===== config.mk =====
export PLATFORM = sky130hd
export DESIGN_NAME = demux_1to2_buffered
export DESIGN_NICKNAME = d
export VERILOG_FILES = /design/src/rtl/demux_1to2_buffered.sv
export SDC_FILE = /design/constraint.sdc
export NUM_CORES = 1
export LEC_CHECK = 0
export ABC_AREA = 1
export CAP_MARGIN = 25
export CORE_MARGIN = 2
export CORE_UTILIZATION = 57
export DETAILED_ROUTE_END_ITERATION = 10
export PLACE_DENSITY = 0.85
export RECOVER_POWER = 100
export SYNTH_ARGS = -nofsm -noshare
export SYNTH_HDL_FRONTEND = slang
export SYNTH_HIERARCHICAL = 1
export SYNTH_SLANG_ARGS = --single-unit

===== constraint.sdc =====
create_clock -name clk_i -period 3.3 [get_ports clk_i]
set_clock_uncertainty 0.2 [all_clocks]
set_input_delay 0.66 -clock clk_i [delete_from_list [all_inputs] [get_ports clk_i]]
set_output_delay 0.66 -clock clk_i [all_outputs]
set_load 0.02 [all_outputs]

===== src/rtl/demux_1to2_buffered.sv =====
// Buffered 1-to-2 result router: one producer stream steered
// into two independent 2-entry FIFO branches with valid/ready.

module demux_branch_fifo #(
  parameter int size = 32
) (
  input  logic            clk_i,
  input  logic            rst_i,
  input  logic            push_i,
  input  logic [size-1:0] data_i,
  input  logic            ready_i,
  output logic            full_o,
  output logic            valid_o,
  output logic [size-1:0] data_o,
  output logic [7:0]      cnt_o
);

  logic [size-1:0] mem [2];
  logic            wr_ptr;
  logic            rd_ptr;
  logic [1:0]      occ;
  logic [7:0]      cnt;
  logic            pop;

  assign valid_o = (occ != 2'd0);
  assign full_o  = (occ == 2'd2);
  assign data_o  = mem[rd_ptr];
  assign cnt_o   = cnt;
  assign pop     = valid_o && ready_i;

  // push is pre-gated by !full, pop by !empty
  always_ff @(posedge clk_i or negedge rst_i) begin
    if (!rst_i) begin
      mem[0] <= '0;
      mem[1] <= '0;
      wr_ptr <= 1'b0;
      rd_ptr <= 1'b0;
      occ    <= 2'd0;
      cnt    <= 8'd0;
    end else begin
      if (push_i) begin
        mem[wr_ptr] <= data_i;
        wr_ptr      <= ~wr_ptr;
        cnt         <= cnt + 8'd1;
      end
      if (pop) begin
        rd_ptr <= ~rd_ptr;
      end
      case ({push_i, pop})
        2'b10:   occ <= occ + 2'd1;
        2'b01:   occ <= occ - 2'd1;
        default: occ <= occ;
      endcase
    end
  end

endmodule

module demux_1to2_buffered #(
  parameter int size = 32
) (
  input  logic            clk_i,
  input  logic            rst_i,
  input  logic [size-1:0] data_i,
  input  logic            select_i,
  input  logic            valid_i,
  output logic            ready_o,
  output logic [size-1:0] data0_o,
  output logic            valid0_o,
  input  logic            ready0_i,
  output logic [size-1:0] data1_o,
  output logic            valid1_o,
  input  logic            ready1_i,
  output logic [7:0]      cnt0_o,
  output logic [7:0]      cnt1_o
);

  logic full0;
  logic full1;
  logic push0;
  logic push1;

  assign ready_o = select_i ? !full1 : !full0;
  assign push0   = valid_i && ready_o && !select_i;
  assign push1   = valid_i && ready_o && select_i;

  demux_branch_fifo #(.size(size)) u_br0 (
    .clk_i   (clk_i),
    .rst_i   (rst_i),
    .push_i  (push0),
    .data_i  (data_i),
    .ready_i (ready0_i),
    .full_o  (full0),
    .valid_o (valid0_o),
    .data_o  (data0_o),
    .cnt_o   (cnt0_o)
  );

  demux_branch_fifo #(.size(size)) u_br1 (
    .clk_i   (clk_i),
    .rst_i   (rst_i),
    .push_i  (push1),
    .data_i  (data_i),
    .ready_i (ready1_i),
    .full_o  (full1),
    .valid_o (valid1_o),
    .data_o  (data1_o),
    .cnt_o   (cnt1_o)
  );

endmodule


==> results of run 1 <==
[sequential cells by signal (all words and copies together) (netlist names)]
name,count
u_br0/cnt_o,8
u_br0/rd_ptr,1
u_br0/occ,2
u_br1/cnt_o,8
u_br0/wr_ptr,1
u_br1/rd_ptr,1
u_br1/mem,64
u_br1/occ,2
u_br1/wr_ptr,1
u_br0/mem,64
[worst min-delay path by stage]
stage / startpoint / end / slack (ps)
3_3_place_gp: u_br0/occ[1]$_DFFE_PN0P_ / u_br0/occ[1]$_DFFE_PN0P_ / 260
6_report: u_br0/mem[20]$_DFFE_PN0P_ / u_br0/mem[20]$_DFFE_PN0P_ / 280
3_5_place_dp: u_br0/mem[52]$_DFFE_PN0P_ / u_br0/mem[52]$_DFFE_PN0P_ / 270
4_1_cts: rst_i / u_br0/mem[41]$_DFFE_PN0P_ / 60
2_1_floorplan: rst_i / u_br0/cnt_o[0]$_DFFE_PN0P_ / 160
5_1_grt: u_br1/mem[60]$_DFFE_PN0P_ / u_br1/mem[60]$_DFFE_PN0P_ / 300
[layer usage]
layer,wire (um),up-vias,track usage
met4,287,0,0.08943
met1,6610,2660,0.3230
met5,0,-,0
met3,1035,20,0.06935
met2,7951,174,0.4381
li1,-,2762,-
[synthesized netlist by cell type]
cell type	n	area (um^2)
inv_2	2	7.510
xnor2_1	4	35.03
ha_1	4	50.05
nor2_1	9	33.78
o21ai_0	64	320.3
inv_1	87	326.6
nand2_1	376	1411
nand3_1	6	30.03
or2_2	2	12.51
buf_6	12	135.1
xor2_1	8	70.07
buf_4	2	15.01
nor2_2	1	6.260
clkbuf_1	21	78.83
nand3b_1	2	15.01
nand4_1	2	12.51
clkinv_1	3	11.26
o21ai_2	46	402.9
nand2_2	1	6.260
or2_1	2	12.51
buf_2	7	35.03
o21ai_1	18	90.09
dfrtp_1	152	3804
[worst register-to-register path, stage by stage, from the launching register on]
cell	delay (ps)
dfrtp_1	390
inv_1	90
nor2_1	50
clkinv_1	40
nand2_1	50
nor2_1	140
clkbuf_1	260
nand2_2	80
clkbuf_2	620
o21ai_0	490
[power by group through the flow]
| stage | logic (mW) | clock network (mW) | registers, mW |
|---|---|---|---|
| floorplan | 2.55 | 0 | 3.16 |
| global placement | 4.24 | 0 | 3.18 |
| detailed placement | 4.34 | 0 | 3.21 |
| CTS | 4.39 | 2.23 | 3.19 |
| global route | 4.38 | 2.33 | 3.31 |
| finish | 3.97 | 2.21 | 3.20 |
[area by class of cell]
type	instances	area, um^2
well taps	147	183.9
clock inverters	8	190.2
repair buffers	136	1290
clock buffers	23	488.0
fillers	977	3277
flip-flops and latches	152	3804
multi-input cells	545	2333
inverters	92	345.3
[cell families after synthesis]
logic type      Yosys count  synth area share
flops                   152            0.5495
fa+ha+maj                 4          0.007231
simple gates            401            0.2225
buf+inv                 134           0.08803
xor+xnor                 12           0.01518
compound gates          128            0.1175
[metrics by stage]
stage	hold slack, ps	instances	util	total power [mW]
3_3_place_gp	262.4	1072	0.6879	7.418
5_1_grt	304.3	1103	0.7249	10.02
6_report	283.1	1103	0.7249	9.377
4_1_cts	62.07	1103	0.7449	9.818
2_1_floorplan	164.4	831	-	5.716
3_5_place_dp	268.5	1072	0.6879	7.551
==> out/qor.csv, run 1 <==
metric,value,unit
path_cells,"clkinv_1, clkbuf_2, nand2_1, nand2_1, dlygate4sd3_1",
cp.arrival,2230,ps
cts_tree,yes,
criticalPathCategory,reg2out,
power.internal,5.796,mW
switching_power,3.580,mW
place_area,8194,um^2
swShare,0.3818,
required,2440,ps
fin_setup_tns,0,ps
slew_violations,69,
die_w,114.2,um
hold_depth,2,
cp_max_fo,13,
synth_cells,831,
nets,986,
antenna_found_initial,0,
endpoint,data0_o[11],
clock_latency,410,ps
reg2regPathDepth,9,
gp_congestion,0.7767,
grt_first_pass_wirelength,26230,um
rsz0062_at_grt,no,
outcome,"complete, but fails checks",
violations,"capacitance limit, slew limit",
post-route-period-util,0.9367,
syn_avg_cell_area,8.329,um^2
worst_slack,208.8,ps
finalHoldViolCount,0,
start_util,0.5811,
p_comb_frac,0.424,
r2r_end,u_br0/mem[19]$_DFFE_PN0P_,
clock_power_share,0.235,
cp_top_family,buffers and inverters,
fmax,323.5,MHz
viasPerCell,5.092,
p_seq_frac,0.341,
p_leak,4.604,nW
cts_hold_buffers,0,
layout_common_cells,"nand2_1, dfrtp_1, o21ai_0",
gr-usage-all-layers,0.2587,
grt_overflow,0,
ir_drop,0.5883,mV
via_count,5616,
endpoint_kind,primary output,
rows,40,
grt_max_degree,69,
stdcell_area,8635,um^2
power-per-cell-area,1086,nW/um^2
yosysUniqueCellTypes,23,
hold_class,reg2reg,
syn_to_final_growth,24.75,%
crit_buf_inv,3,
cts_num_sinks,152,
setup_viol,0,
firstDrtPassIters,5,
core_area,11910,um^2
final_common_cell,nand2_1,
postRouteAntennaNets,0,
cp.depth,5,
root_buffer,clkbuf_16,
num_antenna_cells,0,
critPathMaxStageDelay,640,ps
cts_resized,0,
cpMostUsedCell,nand2_1,
cp_slowest_cell,dlygate4sd3_1,
r2r_start,u_br0/occ[1]$_DFFE_PN0P_,
synth_nets,873,
ys_seq_area_frac,0.5495,
drive_gt1_frac,0.05021,
dp_slack,568.9,ps
min_period,3091,ps
cts_inserted_buffers,17,
maxSlewHeadroom,-0.09864,
floorplan.die_area,13040,um^2
io_pins,121,
ys_ff_latch,152,
cts_buffer_depth,2,
htree_num_levels,4,
critPathLaunchType,register,
drc,0,
worst_pin_slew,1648,ps
grt_pass1_vias,5488,
routed_wl,15880,um
r2r_setup_slack,790,ps
post-cts-setup-buffers,0,
ys.warnings.count,6,
netlist_area,6922,um^2
dp_hpwl,10410,um
dieHeight,114.2,um
portBuffers,120,
drv_cap,1,
wl_per_cell,14.40,um
drtIter0Drc,417,
path_clk_slew,60,ps
crit_path_start,u_br0/rd_ptr$_DFFE_PN0P_,
Power figures use the tool's default switching activity.
==> run 2: changes to the inputs <==
--- a/config.mk
+++ b/config.mk
@@ -10,7 +10,7 @@
 export CORE_MARGIN = 2
 export CORE_UTILIZATION = 57
 export DETAILED_ROUTE_END_ITERATION = 10
-export PLACE_DENSITY = 0.85
+export PLACE_DENSITY = 0.88
 export RECOVER_POWER = 100
 export SYNTH_ARGS = -nofsm -noshare
 export SYNTH_HDL_FRONTEND = slang
==> run 2 against run 1 <==
Against the previous run:
- the flow still finishes with violations (capacitance limit, slew limit)
- critical path depth unchanged
- combinational power shrank 1%
- global-route usage is 0.26 points higher
- clock power fell by 13%
- die area did not move
- sequential power is essentially flat
- sequential cell count stayed put
- worst hold slack worse by 6.6 ps
- sequential share of layout area rose by 0.33 points
- clock-buffer cell count fell by 1
- maximum frequency is 5.5% higher
- first-iteration DRC count up 20%
==> out/qor.csv, run 2 (synthesis results as in run 1) <==
metric,value,unit
outcome,"complete, but fails checks",
violations,"capacitance limit, slew limit",
maxSlewHeadroom,-0.1338,
place_inst,1072,
fin_setup_tns,0,ps
fin_cells,1104,
drtIter0Drc,501,
dr_wl_met2,8155,um
core_area,11910,um^2
num_antenna_cells,0,
p_leak,4.612,nW
post-route-period-util,0.8879,
io_pins,121,
portBuffers,120,
nets,986,
floorplan.die_area,13040,um^2
cts_num_sinks,152,
min_period,2930,ps
cts_tree,yes,
post-cts-setup-buffers,0,
cts_buffer_depth,2,
hold_class,reg2reg,
antenna_found_initial,0,
required,2440,ps
routed_wl,16140,um
via_count,5737,
grt_first_pass_wirelength,26340,um
cts_hold_buffers,0,
finalHoldViolCount,0,
final_common_cell,nand2_1,
rsz0062_at_grt,no,
path_clk_slew,50,ps
cts_inserted_buffers,17,
criticalPathCategory,reg2out,
power,9.072,mW
gr-usage-all-layers,0.2613,
layout_common_cells,"nand2_1, dfrtp_1, o21ai_0",
post-route-util,0.7194,
syn_to_final_growth,23.81,%
dieHeight,114.2,um
critPathLaunchType,register,
ir_drop,0.6472,mV
grt_pass1_vias,5481,
fmax,341.3,MHz
grt_overflow,0,
firstDrtPassIters,6,
clock_latency,420,ps
dp_hpwl,10730,um
drc,0,
power-per-cell-area,1059,nW/um^2
die_w,114.2,um
wl_per_cell,14.62,um
biggestRegsByFlops,"u_br0/mem x64, u_br1/mem x64",
wl_met1,6601,um
htree_num_levels,4,
cts_resized,0,
drv_cap,1,
top_layer,met4,
endpoint_kind,primary output,
worst_pin_slew,1701,ps
cp_max_fo,18,
grt_max_degree,70,
cp.arrival,2070,ps
postRouteAntennaNets,0,
r2r_setup_slack,780,ps
viasPerCell,5.197,
slew_violations,69,
gp_congestion,0.7995,
dr_wl_met3,1128,um
rows,40,
root_buffer,clkbuf_16,
setup_viol,0,
drive_gt1_frac,0.05225,
start_util,0.5811,
run 2: critical path, cell delays in order, from the launching register on:
cell,delay [ps]
dfrtp_1,390
clkinv_1,60
clkbuf_2,340
nand2_1,90
nand2_1,80
dlygate4sd3_1,680
run 2: where the power goes:
part	switching, mW	internal (mW)	total, mW
Clock	0.715	1.22	1.93
Sequential	0.502	2.71	3.21
Combinational	2.38	1.55	3.93
run 2: final timing paths:
check / start / to / depth (start not counted)
setup / recovery: u_br1/rd_ptr$_DFFE_PN0P_ / data1_o[12] / 5
hold / removal: u_br1/occ[1]$_DFFE_PN0P_ / u_br1/occ[1]$_DFFE_PN0P_ / 2
setup reg to reg: u_br0/occ[1]$_DFFE_PN0P_ / u_br0/mem[0]$_DFFE_PN0P_ / 8
hold reg to reg: u_br1/occ[1]$_DFFE_PN0P_ / u_br1/occ[1]$_DFFE_PN0P_ / 2
max in group asynchronous: rst_i / u_br0/mem[23]$_DFFE_PN0P_ / 2
min in group asynchronous: rst_i / u_br0/mem[41]$_DFFE_PN0P_ / 1
run 2: per-layer routing:
layer  track usage  up-vias
met5             0        -
met4       0.09431        0
met3       0.07358       28
met2        0.4468      189
met1        0.3180     2754
li1              -     2766
run 2: area by class of cell:
type	instances	area [um^2]
fill	963	3342
multi-input combinational	545	2336
inverter	92	345.3
clock buffer	22	464.2
tap	147	183.9
sequential	152	3804
clock inverter	10	125.1
timing repair buffer	136	1311
run 2: metrics by stage:
step | area, um^2 | hold WS [ps] | setup slack (ps)
after floorplan | 6922 | 164.4 | 1359
after global placement | 8182 | 257.5 | 562.4
after detailed placement | 8182 | 262.8 | 449.6
after CTS | 8771 | 51.01 | 491.0
after global routing | 8569 | 303.8 | 222.4
final | 8569 | 276.5 | 369.8
==> run 3: changes to the inputs <==
--- a/config.mk
+++ b/config.mk
@@ -5,11 +5,11 @@
 export SDC_FILE = /design/constraint.sdc
 export NUM_CORES = 1
 export LEC_CHECK = 0
-export ABC_AREA = 1
 export CAP_MARGIN = 25
 export CORE_MARGIN = 2
-export CORE_UTILIZATION = 57
+export CORE_UTILIZATION = 56
 export DETAILED_ROUTE_END_ITERATION = 10
+export GPL_TIMING_DRIVEN = 0
 export PLACE_DENSITY = 0.88
 export RECOVER_POWER = 100
 export SYNTH_ARGS = -nofsm -noshare
==> run 3 against run 2 <==
Against the previous run:
- the flow still finishes with violations (capacitance limit, slew limit)
- synthesized area decreased by 4.3%
- total power increased by 4.7%
- worst hold slack got worse by 6.9 ps
- global-route usage decreased by 2.7 points
- synthesized cell count decreased by 48%
- largest cell class unchanged
- largest power group unchanged
==> out/qor.csv, run 3 <==
metric,value,unit
biggestRegsByFlops,"u_br0/mem x64, u_br1/mem x64",
synth_edf_count,0,
gr-usage-all-layers,0.2339,
maxSlewHeadroom,-0.2231,
outcome,"complete, but fails checks",
hold_depth,1,
cp_slowest_cell,clkdlybuf4s50_1,
grt_overflow,0,
criticalPathCategory,reg2out,
root_buffer,clkbuf_16,
syn_to_final_growth,27.87,%
r2r_start,u_br1/occ[1]$_DFFE_PN0P_,
power-per-cell-area,1121,nW/um^2
rows,39,
ys_ff_latch,152,
syn_avg_cell_area,15.37,um^2
num_antenna_cells,0,
gp_congestion,0.7255,
layout_common_cells,"mux2_2, dfrtp_1, clkdlybuf4s50_1",
synth_nets,473,
drv_cap,1,
cts_buffer_depth,2,
grt_first_pass_wirelength,22930,um
htree_num_levels,4,
critPathLaunchType,register,
final_common_cell,mux2_2,
finalHoldViolCount,0,
core_area,11470,um^2
hold_ws,269.6,ps
ys_top_cells_by_count,"mux2_2, dfrtp_1, xor2_1",
fmax,317.7,MHz
ys.warnings.count,6,
cts_num_sinks,152,
hold_class,reg2reg,
power.internal,6.243,mW
die_w,112.7,um
path_cells,"clkbuf_1, buf_2, mux2_2, clkdlybuf4s50_1",
viasPerCell,5.468,
wl_per_cell,19.15,um
cp.arrival,2290,ps
p_leak,3.661,nW
p_seq_frac,0.348,
drc,0,
start_util,0.5775,
clock_latency,410,ps
path_clk_slew,50,ps
postRouteAntennaNets,0,
rsz0062_at_grt,no,
ir_drop,0.6888,mV
floorplan.die_area,12710,um^2
ys_seq_area_frac,0.5743,
yosysMostFrequentCell,mux2_2,
nets,613,
slew_violations,73,
min_from,u_br1/cnt_o[7]$_DFFE_PN0P_,
grt_max_degree,81,
synth_top_area_frac,0.5743,
drive_gt1_frac,0.3959,
p_comb_frac,0.474,
swShare,0.3425,
drtIter0Drc,127,
io_pins,121,
netlist_area,6623,um^2
violations,"capacitance limit, slew limit",
cts_inserted_buffers,17,
dieHeight,112.7,um
post-route-util,0.7385,
yosysUniqueCellTypes,23,
min_period,3147,ps
firstDrtPassIters,4,
stdcell_area,8468,um^2
place_area,8031,um^2
cp_max_fo,10,
synth_cells,431,
synth_area_leaders,"dfrtp_1, mux2_2, xor2_1",
async_flop_share,1.000,
portBuffers,120,
antenna_found_initial,0,
setup_viol,0,
cts_resized,0,
yosysTopAreaCell,dfrtp_1,
synthFlopType,dfrtp_1,
reg2regPathDepth,7,
post-route-period-util,0.9537,
post-cts-setup-buffers,0,
worst_pin_slew,1835,ps
endpoint_kind,primary output,
required,2440,ps
critPathMaxStageDelay,540,ps
via_count,3959,
grt_pass1_vias,4399,
clock_power_share,0.178,
routed_wl,13870,um
cts_hold_buffers,0,
dp_hpwl,9339,um
crit_path_start,u_br1/rd_ptr$_DFFE_PN0P_,
switching_power,3.252,mW
cts_tree,yes,
-- run 3: changes by cell type in the layout (fill, tap and decap cells not counted), sizes merged, moves of 11 or more --
cell           before  now
mux2                0  194
nand2             377    6
inv                88    2
clkbuf             30   41
dlygate4sd3        85   52
clkdlybuf4s50      34   67
o21ai             128    0
-- run 3: final timing paths --
kind	end	slack (ps)
min in group asynchronous	u_br0/mem[8]$_DFFE_PN0P_	530
worst min-delay path	u_br1/cnt_o[7]$_DFFE_PN0P_	270
worst min register to register	u_br1/cnt_o[7]$_DFFE_PN0P_	270
worst max register to register	u_br1/mem[51]$_DFFE_PN0P_	510
worst max-delay path	data1_o[12]	150
max in group asynchronous	u_br0/mem[59]$_DFFE_PN0P_	1250
-- run 3: logic make-up (layout without fill, tap and decap cells) --
group,count (synthesis),in the layout,share of synthesized area
adders and majority gates,4,4,0.007557
and+or+nand+nor,32,32,0.02815
muxes,195,195,0.3314
xor gates and xnor gates,24,24,0.03174
DFF,152,152,0.5743
buffers and inverters,24,174,0.02683
-- run 3: worst max-delay path: cells and delay by family (launching register included) --
family | cells | cell delay [ps]
multiplexers | 1 | 400
flip-flops | 1 | 310
buffers and inverters | 3 | 1160
-- run 3: per-layer routing --
metal / routed length, um / vias to the layer above / GRT usage
li1: - / 1808 / -
met1: 5823 / 2045 / 0.2934
met2: 7170 / 95 / 0.4000
met3: 754 / 11 / 0.06160
met4: 119 / 0 / 0.07317
met5: 0 / - / 0
-- run 3: final cells by class --
class	count	area, um^2
flip-flops and latches	152	3804
fillers	774	2999
multi-input cells	255	2621
repair buffers	121	1224
clock buffers	25	495.5
well taps	143	178.9
plain buffers	22	117.6
clock inverters	4	20.02
inverters	2	7.507
-- run 3: metrics by stage --
step	power (mW)	setup slack, ps	TNS (ps)	std cells
2_1_floorplan	6.098	1295	0	431
3_3_place_gp	7.845	-4299	-652390	694
3_5_place_dp	8.037	429.7	0	695
4_1_cts	9.791	107.3	0	724
5_1_grt	10.04	20.97	0	724
6_report	9.496	152.7	0	724
-- run 3: power groups by stage --
stage	combinational, mW	sequential [mW]	clock, mW
6_report	4.50	3.31	1.69
5_1_grt	4.80	3.43	1.81
4_1_cts	4.75	3.31	1.72
3_5_place_dp	4.71	3.33	0
3_3_place_gp	4.61	3.23	0
2_1_floorplan	2.87	3.23	0
